--- src/rtl/booth_mac_accumulator_if.sv ---
// Handshake bundle between the Booth multiplier / job controller and the MAC accumulator.
interface booth_mac_accumulator_if #(
  parameter int unsigned PROD_W = 8,
  parameter int unsigned ACC_W  = 12,
  parameter int unsigned CNT_W  = 6
);
  logic              start;
  logic [CNT_W-1:0]  num_terms;
  logic [PROD_W-1:0] product;
  logic              prod_valid;
  logic              prod_ready;
  logic [ACC_W-1:0]  acc;
  logic              acc_valid;
  logic              acc_ready;
  logic              sat;
  logic              busy;

  modport master (
    output start, num_terms, product, prod_valid, acc_ready,
    input  prod_ready, acc, acc_valid, sat, busy
  );

  modport slave (
    input  start, num_terms, product, prod_valid, acc_ready,
    output prod_ready, acc, acc_valid, sat, busy
  );
endinterface

--- src/rtl/booth_mac_accumulator.sv ---
// Saturating signed dot-product accumulator fed by the 4x4 Booth multiplier product stream.
// A job sums num_terms products; the result is held on acc until acc_ready is seen.
module booth_mac_accumulator #(
  parameter int unsigned PROD_W = 8,
  parameter int unsigned ACC_W  = 12,
  parameter int unsigned CNT_W  = 6
) (
  input logic                    clk,
  input logic                    rst,
  booth_mac_accumulator_if.slave bus
);

  typedef enum logic [1:0] {StIdle, StAccum, StDone} state_e;

  localparam logic [ACC_W-1:0] AccMax = {1'b0, {(ACC_W-1){1'b1}}};
  localparam logic [ACC_W-1:0] AccMin = {1'b1, {(ACC_W-1){1'b0}}};

  state_e           state_q;
  logic [ACC_W-1:0] acc_q;
  logic [CNT_W-1:0] cnt_q;
  logic             sat_q;
  logic             prod_ready_q;
  logic             acc_valid_q;
  logic             busy_q;

  logic [ACC_W:0]   sum_ext;
  logic [ACC_W-1:0] sum_clamped;
  logic             sum_ovf;

  // Add in one guard bit; the top two bits disagreeing means the result left the ACC_W range.
  always_comb begin
    sum_ext     = {acc_q[ACC_W-1], acc_q} +
                  {{(ACC_W+1-PROD_W){bus.product[PROD_W-1]}}, bus.product};
    sum_clamped = sum_ext[ACC_W-1:0];
    sum_ovf     = 1'b0;
    unique case (sum_ext[ACC_W:ACC_W-1])
      2'b01: begin
        sum_clamped = AccMax;
        sum_ovf     = 1'b1;
      end
      2'b10: begin
        sum_clamped = AccMin;
        sum_ovf     = 1'b1;
      end
      default: ;
    endcase
  end

  // Job FSM; handshake flags are registered alongside the state so no output sees an input.
  always_ff @(posedge clk or posedge rst) begin
    if (rst) begin
      state_q      <= StIdle;
      acc_q        <= '0;
      cnt_q        <= '0;
      sat_q        <= 1'b0;
      prod_ready_q <= 1'b0;
      acc_valid_q  <= 1'b0;
      busy_q       <= 1'b0;
    end else begin
      unique case (state_q)
        StIdle: begin
          if (bus.start) begin
            acc_q  <= '0;
            sat_q  <= 1'b0;
            busy_q <= 1'b1;
            if (bus.num_terms != '0) begin
              cnt_q        <= bus.num_terms;
              state_q      <= StAccum;
              prod_ready_q <= 1'b1;
            end else begin
              state_q     <= StDone;
              acc_valid_q <= 1'b1;
            end
          end
        end
        StAccum: begin
          if (bus.prod_valid) begin
            acc_q <= sum_clamped;
            cnt_q <= cnt_q - CNT_W'(1);
            if (sum_ovf) sat_q <= 1'b1;
            if (cnt_q == CNT_W'(1)) begin
              state_q      <= StDone;
              prod_ready_q <= 1'b0;
              acc_valid_q  <= 1'b1;
            end
          end
        end
        StDone: begin
          // start in this cycle is deliberately dropped; a new job needs a later IDLE cycle.
          if (bus.acc_ready) begin
            state_q     <= StIdle;
            acc_valid_q <= 1'b0;
            busy_q      <= 1'b0;
          end
        end
        default: begin
          state_q      <= StIdle;
          prod_ready_q <= 1'b0;
          acc_valid_q  <= 1'b0;
          busy_q       <= 1'b0;
        end
      endcase
    end
  end

  assign bus.prod_ready = prod_ready_q;
  assign bus.acc_valid  = acc_valid_q;
  assign bus.busy       = busy_q;
  assign bus.acc        = acc_q;
  assign bus.sat        = sat_q;

endmodule

--- src/flat_wrapper.sv ---
// flat-port wrapper written by rule: the top's interface ports become plain ports
module booth_mac_accumulator_flat 
#(
  parameter int unsigned PROD_W = 8,
  parameter int unsigned ACC_W  = 12,
  parameter int unsigned CNT_W  = 6
)
  (clk, rst, bus_start, bus_num_terms, bus_product, bus_prod_valid, bus_acc_ready, bus_prod_ready, bus_acc, bus_acc_valid, bus_sat, bus_busy);
  booth_mac_accumulator_if #(.PROD_W(PROD_W), .ACC_W(ACC_W), .CNT_W(CNT_W)) bus_i ();
  input logic clk;
  input logic rst;
  input wire logic [$bits(bus_i.start)-1:0] bus_start;
  input wire logic [$bits(bus_i.num_terms)-1:0] bus_num_terms;
  input wire logic [$bits(bus_i.product)-1:0] bus_product;
  input wire logic [$bits(bus_i.prod_valid)-1:0] bus_prod_valid;
  input wire logic [$bits(bus_i.acc_ready)-1:0] bus_acc_ready;
  output wire logic [$bits(bus_i.prod_ready)-1:0] bus_prod_ready;
  output wire logic [$bits(bus_i.acc)-1:0] bus_acc;
  output wire logic [$bits(bus_i.acc_valid)-1:0] bus_acc_valid;
  output wire logic [$bits(bus_i.sat)-1:0] bus_sat;
  output wire logic [$bits(bus_i.busy)-1:0] bus_busy;
  assign bus_i.start = bus_start;
  assign bus_i.num_terms = bus_num_terms;
  assign bus_i.product = bus_product;
  assign bus_i.prod_valid = bus_prod_valid;
  assign bus_i.acc_ready = bus_acc_ready;
  assign bus_prod_ready = bus_i.prod_ready;
  assign bus_acc = bus_i.acc;
  assign bus_acc_valid = bus_i.acc_valid;
  assign bus_sat = bus_i.sat;
  assign bus_busy = bus_i.busy;
  booth_mac_accumulator #(.PROD_W(PROD_W), .ACC_W(ACC_W), .CNT_W(CNT_W)) u_core (.clk(clk), .rst(rst), .bus(bus_i));
endmodule
--- config.mk ---
export PLATFORM = sky130hd
export DESIGN_NAME = booth_mac_accumulator_flat
export DESIGN_NICKNAME = d
export VERILOG_FILES = /design/src/rtl/booth_mac_accumulator_if.sv /design/src/rtl/booth_mac_accumulator.sv /design/src/flat_wrapper.sv
export SDC_FILE = /design/constraint.sdc
export NUM_CORES = 1
export LEC_CHECK = 0
export CAP_MARGIN = 20
export CORE_ASPECT_RATIO = 1.75
export CORE_MARGIN = 3
export CORE_UTILIZATION = 35
export DETAILED_ROUTE_END_ITERATION = 12
export PLACE_DENSITY = 0.66
export SLEW_MARGIN = 40
export SYNTH_ARGS = -nofsm -noshare
export SYNTH_HDL_FRONTEND = slang
export SYNTH_SLANG_ARGS = --single-unit
--- constraint.sdc ---
create_clock -name clk -period 3.04 [get_ports clk]
set_input_delay 0.912 -clock clk [delete_from_list [all_inputs] [get_ports clk]]
set_output_delay 0.912 -clock clk [all_outputs]
set_load 0.005 [all_outputs]
==> qor.yml, run 1 <==
outcome:
  outcome: "finished, violations left"
  failed_checks: "negative setup slack"
worst_hold_path:
  holdPathStages: 2
  min_from: "u_core.cnt_q[4]"
  min_to: "u_core.cnt_q[4]"
  hold_path.class: "register to register"
synth:
  syn_area_sq_um: 1740
  ys_ff_latch: 24
  yosysTopAreaCell: "dfrtp_1"
  synth.distinct_cells: 49
  synth_ff_type: "dfrtp_1"
  synth_nets: 239
  yosysMostFrequentCell: "dfrtp_1"
  synth_edf_count: 0
  ys_top_cells_by_area: "dfrtp_1 (34%), ha_1 (11%), o21ai_0 (5.7%), a21oi_1 (5.5%), nor2_1 (4.3%)"
  yosys.area.top_type_share: 0.345
  postSynth.asyncResetShare: 1.00
  postSynthCellCount: 203
  yosys_warnings: 0
  ys_seq_area_frac: 0.345
  synth_commonest_cells: "dfrtp_1 (24), nor2_1 (20), o21ai_0 (20)"
  syn_avg_cell_area_sq_um: 8.59
route:
  via_count: 1814
  route.detailed.vias_per_inst: 5.46
  wl_per_cell_um: 15.3
  drt_wl_total_um: 5080
  first_pass_iters: 4
  ant_nets: 0
  drt_iter0_drc: 67
  drcViolationCount: 0
timing:
  finalHoldViolations: 0
  min_period_ns: 3.44
  fmax_mhz: 291
  rsz0062_at_grt: "yes"
  max_slew_margin: 0.675
  setup-violations-final: 13
  fin_setup_tns_ns: -4.40
  fin_skew_ns: 0.00684
  final.setup.worst_slack_ns: -0.398
  drv_slew: 0
  fin_crit_sh: 1.13
  tightest_slew_ns: 0.483
global_routing:
  gr-total-overflow: 0
  first_global_vias: 1906
  grt_usage: 0.177
  grt_antenna_before_repair: 0
  grt_pass1_wl_um: 8260
  grt_start_max_net_pins: 25
pwr:
  ir_worst_vdd_v: 0.000823
  cellLeakagePower_nw: 1.22
  pwr_density_cell_nw_per_um2: 1150
  power.total_mw: 3.06
place:
  gp_congestion: 0.908
  hpwlAfterDp_um: 3500
  port_buffers: 34
  dpl.cell_count: 314
floorplanning:
  die-area_sq_um: 5900
  coreArea_sq_um: 4750
  std_cell_rows: 33
  fp.dieH_um: 99.4
  die_width_um: 59.3
  initial_core_util: 0.367
  ios: 35
worst_setup_path:
  crit_top_cell: "ha_4"
  crit_type: "input port to register"
  crit_arrival_ns: 3.64
  cp_top_family: "compound AO/OA/AOI/OAI gates"
  path_cells: "buf_6 -> ha_4 -> fa_2 -> a211oi_4 -> o21bai_2 -> a221oi_2 -> o21ai_1 -> and2_4 -> o31a_1 -> ha_4 -> nor2_2 -> or2_4 -> a211o_1 -> nand3_1"
  cp_slowest_cell: "fa_2"
  slowest_delay_ns: 0.36
  cp-end-kind: "register"
  worstReg2RegStart: "u_core.bus.acc[0]"
  cp_data_required_time_ns: 3.24
  critPathLaunchType: "input port"
  critPathBufInv: 1
  ff2ff_path_depth: 13
  reg2reg_to: "u_core.bus.acc[9]"
  worstPathMaxFanout: 5
  r2r_setup_slack_ns: -0.10
job:
  drv_cap: 0
final_layout:
  drive_above_1_share: 0.282
  fin_cells: 332
  area_growth_pct: 53.0
  fill_cells: 429
  n_antenna_cell: 0
  nets: 317
clock_network:
  cts_hold_buffers: 0
  cts_num_sinks: 24
  cts-root-buf: "clkbuf_8"
  worstSkewPairLatency_ns: 0.27
  cts_tree: "done"
  htree_levels: 1
  clk_pin_slew_worst_paths_ns: 0.09
  clock_path_buffers: 2
  cts-buffers-inserted: 3
## cell usage in the layout (no fill, tap or decap), types with 4 or more instances in the layout
master	Yosys	final
a21o_1	6	6
a21oi_1	19	18
a22o_1	5	5
buf_4	0	46
clkdlybuf4s50_1	0	28
dfrtp_1	24	24
dlygate4sd2_1	0	4
ha_1	16	9
ha_4	0	7
inv_1	8	8
nand2_1	15	15
nand3_1	6	5
nor2_1	20	17
nor2b_1	6	6
o21ai_0	20	17
## flip-flops by register name (all words and copies together) (netlist names)
register,count
u_core.bus.acc_valid,1
u_core.bus.sat,1
u_core.bus.busy,1
u_core.cnt_q,6
u_core.state_q,2
u_core.bus.prod_ready,1
u_core.bus.acc,12
## worst max path at each step
stage	start	to	slack, ns	cells after the start
6_report	bus_product[0]	u_core.bus.acc[9]	-0.40	14
5_1_grt	bus_product[0]	u_core.bus.acc[9]	-0.47	14
3_5_place_dp	bus_product[0]	u_core.bus.acc[9]	-1.02	14
2_1_floorplan	bus_product[0]	u_core.bus.acc[9]	-0.50	14
4_1_cts	bus_product[0]	u_core.bus.acc[9]	-0.46	14
3_3_place_gp	bus_product[0]	u_core.bus.acc[9]	-0.95	14
## cells by family after synthesis
group | count (synthesis) | synth area share
adders and majority gates | 17 | 0.126
buffers and inverters | 16 | 0.0345
AOI/OAI and AO/OA | 77 | 0.289
xor gates and xnor gates | 5 | 0.0251
DFF | 24 | 0.345
and+or+nand+nor | 64 | 0.180
## worst reg2reg max path: cells and delay by family, from the launching register on
| family | cells | cell delay, ns |
|---|---|---|
| fa+ha+maj | 3 | 0.81 |
| simple gates | 4 | 0.55 |
| compound gates | 6 | 1.30 |
| flops | 1 | 0.42 |
## area by class of cell
| type | count | area [sq um] | share of cell area |
|---|---|---|---|
| multi-input cells | 163 | 1220 | 0.457 |
| flip-flops and latches | 24 | 601 | 0.225 |
| inverters | 9 | 33.8 | 0.0127 |
| clock inverters | 1 | 30.0 | 0.0113 |
| clock buffers | 3 | 41.3 | 0.0155 |
| well taps | 52 | 65.1 | 0.0244 |
| repair buffers | 80 | 677 | 0.254 |
## per-stage QoR
stage | util | hold WS, ns | instance area (sq um) | worst slack (ns)
detailed placement | 0.504 | 0.498 | 2390 | -1.02
finish | 0.562 | 0.514 | 2670 | -0.398
global route | 0.562 | 0.554 | 2670 | -0.470
global placement | 0.504 | 0.490 | 2390 | -0.950
floorplan | - | 0.471 | 1770 | -0.499
CTS | 0.563 | 0.517 | 2670 | -0.458
## metal layers
layer	share of wire	GRT usage
met5	0	0
met4	0.018	0.0611
met3	0.034	0.0182
met2	0.55	0.336
met1	0.40	0.191
## what timing repair did
action / 4_1_cts / 5_1_grt
gates resized for setup: 27 / 4
gates cloned: 0 / 0
buffers inserted: 15 / 1
endpoints found under the setup margin: 13 / 13
pin swaps: 18 / 12
## report_power, final
group	internal [mW]	switching, mW
Sequential	0.472	0.162
Clock	0.176	0.108
Combinational	1.16	0.983
Total	1.81	1.25
Power figures use the tool's default switching activity.
==> run 2: changes to the inputs <==
- SKIP_LAST_GASP: default -> 1
==> results of run 2 <==
The final DEF is identical to that of run 1; final timing and power are the same.
